===== src/rtl/aes_pkg.sv =====
// Shared AES definitions: the forward S-box, the GF(2^8) doubling helper and
// the round-constant seed used by the key schedule.
package aes_pkg;

  typedef logic [31:0] word_t;

  localparam logic [7:0] RCON_INIT = 8'h01;

  localparam logic [7:0] SBOX [256] = '{
    8'h63, 8'h7c, 8'h77, 8'h7b, 8'hf2, 8'h6b, 8'h6f, 8'hc5, 8'h30, 8'h01, 8'h67, 8'h2b, 8'hfe, 8'hd7, 8'hab, 8'h76,
    8'hca, 8'h82, 8'hc9, 8'h7d, 8'hfa, 8'h59, 8'h47, 8'hf0, 8'had, 8'hd4, 8'ha2, 8'haf, 8'h9c, 8'ha4, 8'h72, 8'hc0,
    8'hb7, 8'hfd, 8'h93, 8'h26, 8'h36, 8'h3f, 8'hf7, 8'hcc, 8'h34, 8'ha5, 8'he5, 8'hf1, 8'h71, 8'hd8, 8'h31, 8'h15,
    8'h04, 8'hc7, 8'h23, 8'hc3, 8'h18, 8'h96, 8'h05, 8'h9a, 8'h07, 8'h12, 8'h80, 8'he2, 8'heb, 8'h27, 8'hb2, 8'h75,
    8'h09, 8'h83, 8'h2c, 8'h1a, 8'h1b, 8'h6e, 8'h5a, 8'ha0, 8'h52, 8'h3b, 8'hd6, 8'hb3, 8'h29, 8'he3, 8'h2f, 8'h84,
    8'h53, 8'hd1, 8'h00, 8'hed, 8'h20, 8'hfc, 8'hb1, 8'h5b, 8'h6a, 8'hcb, 8'hbe, 8'h39, 8'h4a, 8'h4c, 8'h58, 8'hcf,
    8'hd0, 8'hef, 8'haa, 8'hfb, 8'h43, 8'h4d, 8'h33, 8'h85, 8'h45, 8'hf9, 8'h02, 8'h7f, 8'h50, 8'h3c, 8'h9f, 8'ha8,
    8'h51, 8'ha3, 8'h40, 8'h8f, 8'h92, 8'h9d, 8'h38, 8'hf5, 8'hbc, 8'hb6, 8'hda, 8'h21, 8'h10, 8'hff, 8'hf3, 8'hd2,
    8'hcd, 8'h0c, 8'h13, 8'hec, 8'h5f, 8'h97, 8'h44, 8'h17, 8'hc4, 8'ha7, 8'h7e, 8'h3d, 8'h64, 8'h5d, 8'h19, 8'h73,
    8'h60, 8'h81, 8'h4f, 8'hdc, 8'h22, 8'h2a, 8'h90, 8'h88, 8'h46, 8'hee, 8'hb8, 8'h14, 8'hde, 8'h5e, 8'h0b, 8'hdb,
    8'he0, 8'h32, 8'h3a, 8'h0a, 8'h49, 8'h06, 8'h24, 8'h5c, 8'hc2, 8'hd3, 8'hac, 8'h62, 8'h91, 8'h95, 8'he4, 8'h79,
    8'he7, 8'hc8, 8'h37, 8'h6d, 8'h8d, 8'hd5, 8'h4e, 8'ha9, 8'h6c, 8'h56, 8'hf4, 8'hea, 8'h65, 8'h7a, 8'hae, 8'h08,
    8'hba, 8'h78, 8'h25, 8'h2e, 8'h1c, 8'ha6, 8'hb4, 8'hc6, 8'he8, 8'hdd, 8'h74, 8'h1f, 8'h4b, 8'hbd, 8'h8b, 8'h8a,
    8'h70, 8'h3e, 8'hb5, 8'h66, 8'h48, 8'h03, 8'hf6, 8'h0e, 8'h61, 8'h35, 8'h57, 8'hb9, 8'h86, 8'hc1, 8'h1d, 8'h9e,
    8'he1, 8'hf8, 8'h98, 8'h11, 8'h69, 8'hd9, 8'h8e, 8'h94, 8'h9b, 8'h1e, 8'h87, 8'he9, 8'hce, 8'h55, 8'h28, 8'hdf,
    8'h8c, 8'ha1, 8'h89, 8'h0d, 8'hbf, 8'he6, 8'h42, 8'h68, 8'h41, 8'h99, 8'h2d, 8'h0f, 8'hb0, 8'h54, 8'hbb, 8'h16
  };

  // Multiply by x in GF(2^8) modulo the AES polynomial.
  function automatic logic [7:0] xtime(input logic [7:0] b);
    return {b[6:0], 1'b0} ^ (b[7] ? 8'h1b : 8'h00);
  endfunction

endpackage


===== src/rtl/aes_sub_word.sv =====
// Combinational SubWord: applies the AES S-box to each byte of a 32-bit word.
module aes_sub_word
  import aes_pkg::*;
(
  input  word_t plain,
  output word_t subst
);

  assign subst = {SBOX[plain[31:24]], SBOX[plain[23:16]],
                  SBOX[plain[15:8]],  SBOX[plain[7:0]]};

endmodule


===== src/rtl/key_expansion_seq.sv =====
// Iterative AES key schedule producing one expanded word per clock.
// Optional macro KEY_EXPANSION_RK_PORT_EN adds a registered round-key read port.
module key_expansion_seq
  import aes_pkg::*;
#(
  parameter int Nk = 4,
  parameter int Nr = Nk + 6
) (
  input  logic                      clk,
  input  logic                      rst_n,
  input  logic                      start,
  input  logic [0:Nk*32-1]          key,
`ifdef KEY_EXPANSION_RK_PORT_EN
  input  logic [3:0]                rk_idx,
  output logic [127:0]              rk_out,
`endif
  output logic                      busy,
  output logic                      done,
  output logic                      words_valid,
  output logic [0:4*(Nr+1)*32-1]    words
);

  localparam int NW = 4 * (Nr + 1);
  localparam int IW = $clog2(NW);

  localparam logic [1:0] ST_IDLE   = 2'd0;
  localparam logic [1:0] ST_LOAD   = 2'd1;
  localparam logic [1:0] ST_EXPAND = 2'd2;
  localparam logic [1:0] ST_DONE   = 2'd3;

  if (!((Nk == 4) || (Nk == 6) || (Nk == 8)) || (Nr != Nk + 6)) begin : g_param_check
    $error("key_expansion_seq: Nk must be 4, 6 or 8 and Nr must equal Nk+6");
  end

  logic [1:0]       state_r;
  logic [IW-1:0]    i_r;
  logic [2:0]       kmod_r;
  logic [7:0]       rcon_r;
  logic             busy_r;
  logic             done_r;
  logic             valid_r;
  logic [0:Nk*32-1] key_r;
  word_t            w_r [NW];

  word_t prev_s;
  word_t back_s;
  word_t rot_s;
  word_t sbox_in_s;
  word_t sbox_out_s;
  word_t temp_s;
  word_t next_word_s;
  logic  is_rot_s;
  logic  is_sub_s;

  // Next-word rule; one S-box word shared by the RotWord and SubWord-only paths.
  always_comb begin
    prev_s    = w_r[i_r - IW'(1)];
    back_s    = w_r[i_r - IW'(Nk)];
    rot_s     = {prev_s[23:0], prev_s[31:24]};
    is_rot_s  = (kmod_r == 3'd0);
    is_sub_s  = (Nk == 8) && (kmod_r == 3'd4);
    sbox_in_s = prev_s;
    if (is_rot_s) begin
      sbox_in_s = rot_s;
    end else begin
      sbox_in_s = prev_s;
    end
    temp_s = prev_s;
    if (is_rot_s) begin
      temp_s = sbox_out_s ^ {rcon_r, 24'h000000};
    end else if (is_sub_s) begin
      temp_s = sbox_out_s;
    end else begin
      temp_s = prev_s;
    end
    next_word_s = back_s ^ temp_s;
  end

  aes_sub_word u_sub_word (
    .plain (sbox_in_s),
    .subst (sbox_out_s)
  );

  // Control FSM: index, mod-Nk counter, round constant and status flags.
  always_ff @(posedge clk or negedge rst_n) begin
    if (!rst_n) begin
      state_r <= ST_IDLE;
      i_r     <= '0;
      kmod_r  <= 3'd0;
      rcon_r  <= RCON_INIT;
      busy_r  <= 1'b0;
      done_r  <= 1'b0;
      valid_r <= 1'b0;
      key_r   <= '0;
    end else begin
      case (state_r)
        ST_IDLE: begin
          done_r <= 1'b0;
          if (start) begin
            state_r <= ST_LOAD;
            busy_r  <= 1'b1;
            valid_r <= 1'b0;
            key_r   <= key;
          end
        end
        ST_LOAD: begin
          i_r     <= IW'(Nk);
          kmod_r  <= 3'd0;
          rcon_r  <= RCON_INIT;
          state_r <= ST_EXPAND;
        end
        ST_EXPAND: begin
          i_r <= i_r + IW'(1);
          if (kmod_r == 3'(Nk - 1)) begin
            kmod_r <= 3'd0;
          end else begin
            kmod_r <= kmod_r + 3'd1;
          end
          if (kmod_r == 3'd0) begin
            rcon_r <= xtime(rcon_r);
          end
          if (i_r == IW'(NW - 1)) begin
            state_r <= ST_DONE;
            done_r  <= 1'b1;
            valid_r <= 1'b1;
          end
        end
        ST_DONE: begin
          state_r <= ST_IDLE;
          done_r  <= 1'b0;
          busy_r  <= 1'b0;
        end
        default: begin
          state_r <= ST_IDLE;
          busy_r  <= 1'b0;
          done_r  <= 1'b0;
        end
      endcase
    end
  end

  // Word storage: key copied in LOAD, one derived word per EXPAND cycle.
  always_ff @(posedge clk or negedge rst_n) begin
    if (!rst_n) begin
      for (int k = 0; k < NW; k++) begin
        w_r[k] <= '0;
      end
    end else if (state_r == ST_LOAD) begin
      for (int k = 0; k < Nk; k++) begin
        w_r[k] <= key_r[k*32 +: 32];
      end
    end else if (state_r == ST_EXPAND) begin
      w_r[i_r] <= next_word_s;
    end
  end

  for (genvar k = 0; k < NW; k++) begin : g_words
    assign words[k*32 +: 32] = w_r[k];
  end

  assign busy        = busy_r;
  assign done        = done_r;
  assign words_valid = valid_r;

`ifdef KEY_EXPANSION_RK_PORT_EN
  logic [127:0]  rk_out_r;
  logic [IW-1:0] rk_base_s;

  assign rk_base_s = IW'({rk_idx, 2'b00});

  // Round-key read port; an out-of-range round number holds the last value.
  always_ff @(posedge clk or negedge rst_n) begin
    if (!rst_n) begin
      rk_out_r <= '0;
    end else if (rk_idx <= 4'(Nr)) begin
      rk_out_r <= {w_r[rk_base_s], w_r[rk_base_s + IW'(1)],
                   w_r[rk_base_s + IW'(2)], w_r[rk_base_s + IW'(3)]};
    end else begin
      rk_out_r <= rk_out_r;
    end
  end

  assign rk_out = rk_out_r;
`endif

endmodule


===== config.mk =====
export PLATFORM = sky130hd
export DESIGN_NAME = key_expansion_seq
export DESIGN_NICKNAME = d
export VERILOG_FILES = /design/src/rtl/aes_pkg.sv /design/src/rtl/aes_sub_word.sv /design/src/rtl/key_expansion_seq.sv
export SDC_FILE = /design/constraint.sdc
export NUM_CORES = 2
export LEC_CHECK = 0
export BUFFER_PORTS_ARGS = -buffer_cell sky130_fd_sc_hd__buf_2
export CORE_AREA = 2 2 609 611
export DETAILED_ROUTE_END_ITERATION = 16
export DIE_AREA = 0 0 611 613
export RECOVER_POWER = 100
export SETUP_SLACK_MARGIN = 0.05
export SYNTH_ARGS = -nofsm -noshare
export SYNTH_HDL_FRONTEND = slang
export SYNTH_HIERARCHICAL = 1
export SYNTH_SLANG_ARGS = --single-unit

===== constraint.sdc =====
create_clock -name clk -period 22.7 [get_ports clk]
set_input_delay 2.27 -clock clk [delete_from_list [all_inputs] [get_ports clk]]
set_output_delay 2.27 -clock clk [all_outputs]
set_load 0.02 [all_outputs]

==> flow_metrics.tcl <==
set metrics [dict create \
    regToRegEndpoint "words[22]" \
    synth_ff_type "dfrtp_1" \
    grt_max_degree 149 \
    fin_nets 11070 \
    drive_gt1_share_pct 17.87 \
    synth_edf_count 0 \
    critical_path_class "reg2reg" \
    fmax_mhz 56.31 \
    hold_viol 0 \
    setup_viol 0 \
    hold_depth 1 \
    synthTopCellsByArea "dfrtp_1 (41%), mux4_2 (9.7%), o21ai_0 (7.2%)" \
    clock-root-buffer "clkbuf_16" \
    max_cap_violations 36 \
    synth-xor-area-share_pct 0.5846 \
    placedCellCount 15510 \
    clock_path_buffers 4 \
    overflow 0 \
    seqCellArea_sq_um 39000 \
    ys_seq_area_share_pct 40.85 \
    cts_buffers 187 \
    fillers 39010 \
    reg2reg_depth 19 \
    ys_ff_latch 1558 \
    cts-resized-gates 0 \
    antenna_found_initial 90 \
    synth-async-reset-ratio_pct 100.0 \
    yosys.cell_types.count 102 \
    initial_core_util_pct 25.96 \
    via_per_inst 6.338 \
    place_congestion 1.063 \
    synth.area.mux_share_pct 19.25 \
    yosys.area_share.simple_pct 12.08 \
    startpoint "i_r[1]" \
    postRouteAntennaNets 0 \
    placed_cell_area_sq_um 108900 \
    wl_per_cell_microns 44.66 \
    ctsHoldBuffers 0 \
    synth_nets 10070 \
    die-area_sq_um 374500 \
    clock_skew_ns 0.1614 \
    drv_slew 1338 \
    required_ns 23.43 \
    synth_fa_ha_area_share_pct 0.8782 \
    slew_headroom_pct -436.3 \
    rsz0062_at_grt "no" \
    clk_pin_slew_ns 0.06 \
    synthTopCellsByCount "nand2_1 (1,635), dfrtp_1 (1,557), o21ai_0 (1,378), clkbuf_1 (681), mux2_2 (572)" \
    dr_total_vias 100900 \
    syn_avg_cell_area_sq_um 9.674 \
    dp_hpwl_microns 532500 \
    syn-cell-area_sq_um 95450 \
    grt_pass1_vias 91190 \
    worstPathArrival_ns 18.49 \
    track_usage_pct 36.51 \
    coreArea_sq_um 367700 \
    rrSetupSlack_ns 4.94 \
    die_w_microns 611 \
    yosysWarnings 6 \
    r2r-start "i_r[1]" \
    min_path_type "reg2reg" \
    grt_pass1_wl_microns 922600 \
    finalHoldWorstSlack_ns 0.4996 \
    min_period_ns 17.76 \
    synth-compound-area-share_pct 21.15 \
    multiInputGateArea_sq_um 52980 \
    drtPass1Iterations 9 \
    syn_to_final_growth_pct 18.93 \
    htreeDepth 4 \
    fin_cells 15930 \
    insertion_delay_ns 1.01 \
    drtIter0Drc 16280 \
    stdcell_area_sq_um 113500 \
    post-cts-setup-buffer-count 0 \
    endpoint "words[22]" \
    worst_pin_slew_ns 8.045 \
    critPathLaunchType "flop" \
    drc 0 \
    tns_ns 0 \
    clkSinkCount 1558 \
    syn_inst 9867 \
    crit_path_end_kind "flop" \
    violations "capacitance limit, slew limit" \
    io_pins 1542 \
    status "finished, violations left" \
    synth_top_area_share_pct 40.82 \
    cts_tree "done" \
    totalWireLength_microns 711100 \
    synth.most_common_cell "nand2_1" \
    io_buffers 1541 \
    path_max_fanout 85 \
    period_share_pct 78.24 \
    synth_top_area_cell "dfrtp_1" \
    placementRows 223 \
    synth_top_family_by_area "compound AO/OA/AOI/OAI gates" \
    die-height_microns 613 \
]
-- worst max-delay path: stages, from the launching register on --
cell	delay, ns
dfrtp_1	1.55
clkbuf_1	5.52
nor4_2	0.48
a2111oi_0	1.79
buf_4	0.62
a32oi_1	0.50
o211ai_1	0.42
nor3_1	0.21
a22oi_2	0.18
clkbuf_1	1.12
clkinv_1	1.15
nand2_1	0.57
nand3_1	0.14
a21oi_1	0.22
nor4_1	0.10
or4_1	0.73
nand2b_1	0.27
o31ai_2	0.19
mux2i_1	1.37
o21ai_0	0.22
-- placed cells by master (no fill, tap or decap), types with 74 or more instances in the layout --
cell,count
nand3_1,120
nor2b_1,75
dfrtp_1,1554
nor2_1,294
a221oi_1,180
buf_4,317
nand2b_1,104
clkbuf_16,187
a211oi_1,74
o211ai_1,82
mux4_2,411
o22ai_1,75
clkbuf_1,1480
buf_2,129
mux2_2,570
mux2i_1,250
a22oi_1,159
o221ai_1,127
a31oi_1,93
nor3_1,127
nand2_1,1620
a21oi_1,362
o21ai_0,1385
-- metrics by stage --
step	setup WS, ns	util (%)
3_5_place_dp	10.75	29.61
6_report	4.941	30.87
4_1_cts	10.71	31.38
5_1_grt	5.162	30.83
2_1_floorplan	14.63	-
3_3_place_gp	10.75	29.61
-- sequential cells by signal (all words and copies together), names as in the netlist --
register and count:
i_r 6, words 1408, key_r 128, words_valid 1, kmod_r 3, done 1, state_r 2, busy 1
rcon_r 8
-- layout make-up --
class,count,share of cell area [%]
antenna,67,0.1477
clock buffer,267,4.704
clock inverter,76,1.020
inverter,62,0.2193
multi-input combinational,7167,46.67
sequential,1558,34.35
tap,4837,5.331
timing repair buffer,1891,7.555
-- cells by family (layout without fill, tap and decap cells) --
kind of cell,count (synthesis),count (layout)
buffers and inverters,1142,2296
DFF,1558,1558
other,0,67
AOI/OAI and AO/OA,3144,3144
and+or+nand+nor,2650,2650
muxes,1250,1250
xor gates and xnor gates,56,56
adders and majority gates,67,67
-- per-layer routing --
layer / vias up / global-route usage, % / routed length, microns
li1: 38980 / - / -
met1: 50780 / 42.83 / 250800
met2: 8774 / 51.07 / 286100
met3: 2365 / 15.09 / 95000
met4: 34 / 31.80 / 78970
met5: - / 0.3100 / 261
-- worst min path at each step --
stage,from,end
after global placement,key_r[7],key_r[7]
after detailed placement,key_r[7],key_r[7]
after floorplan,key_r[7],key_r[7]
after CTS,key_r[7],key_r[7]
final,key_r[7],key_r[7]
after global routing,key_r[60],key_r[60]
Power is left out: the tool's default activity adds up to more than one toggle a clock period on the data nets, which glitch-free logic cannot reach.
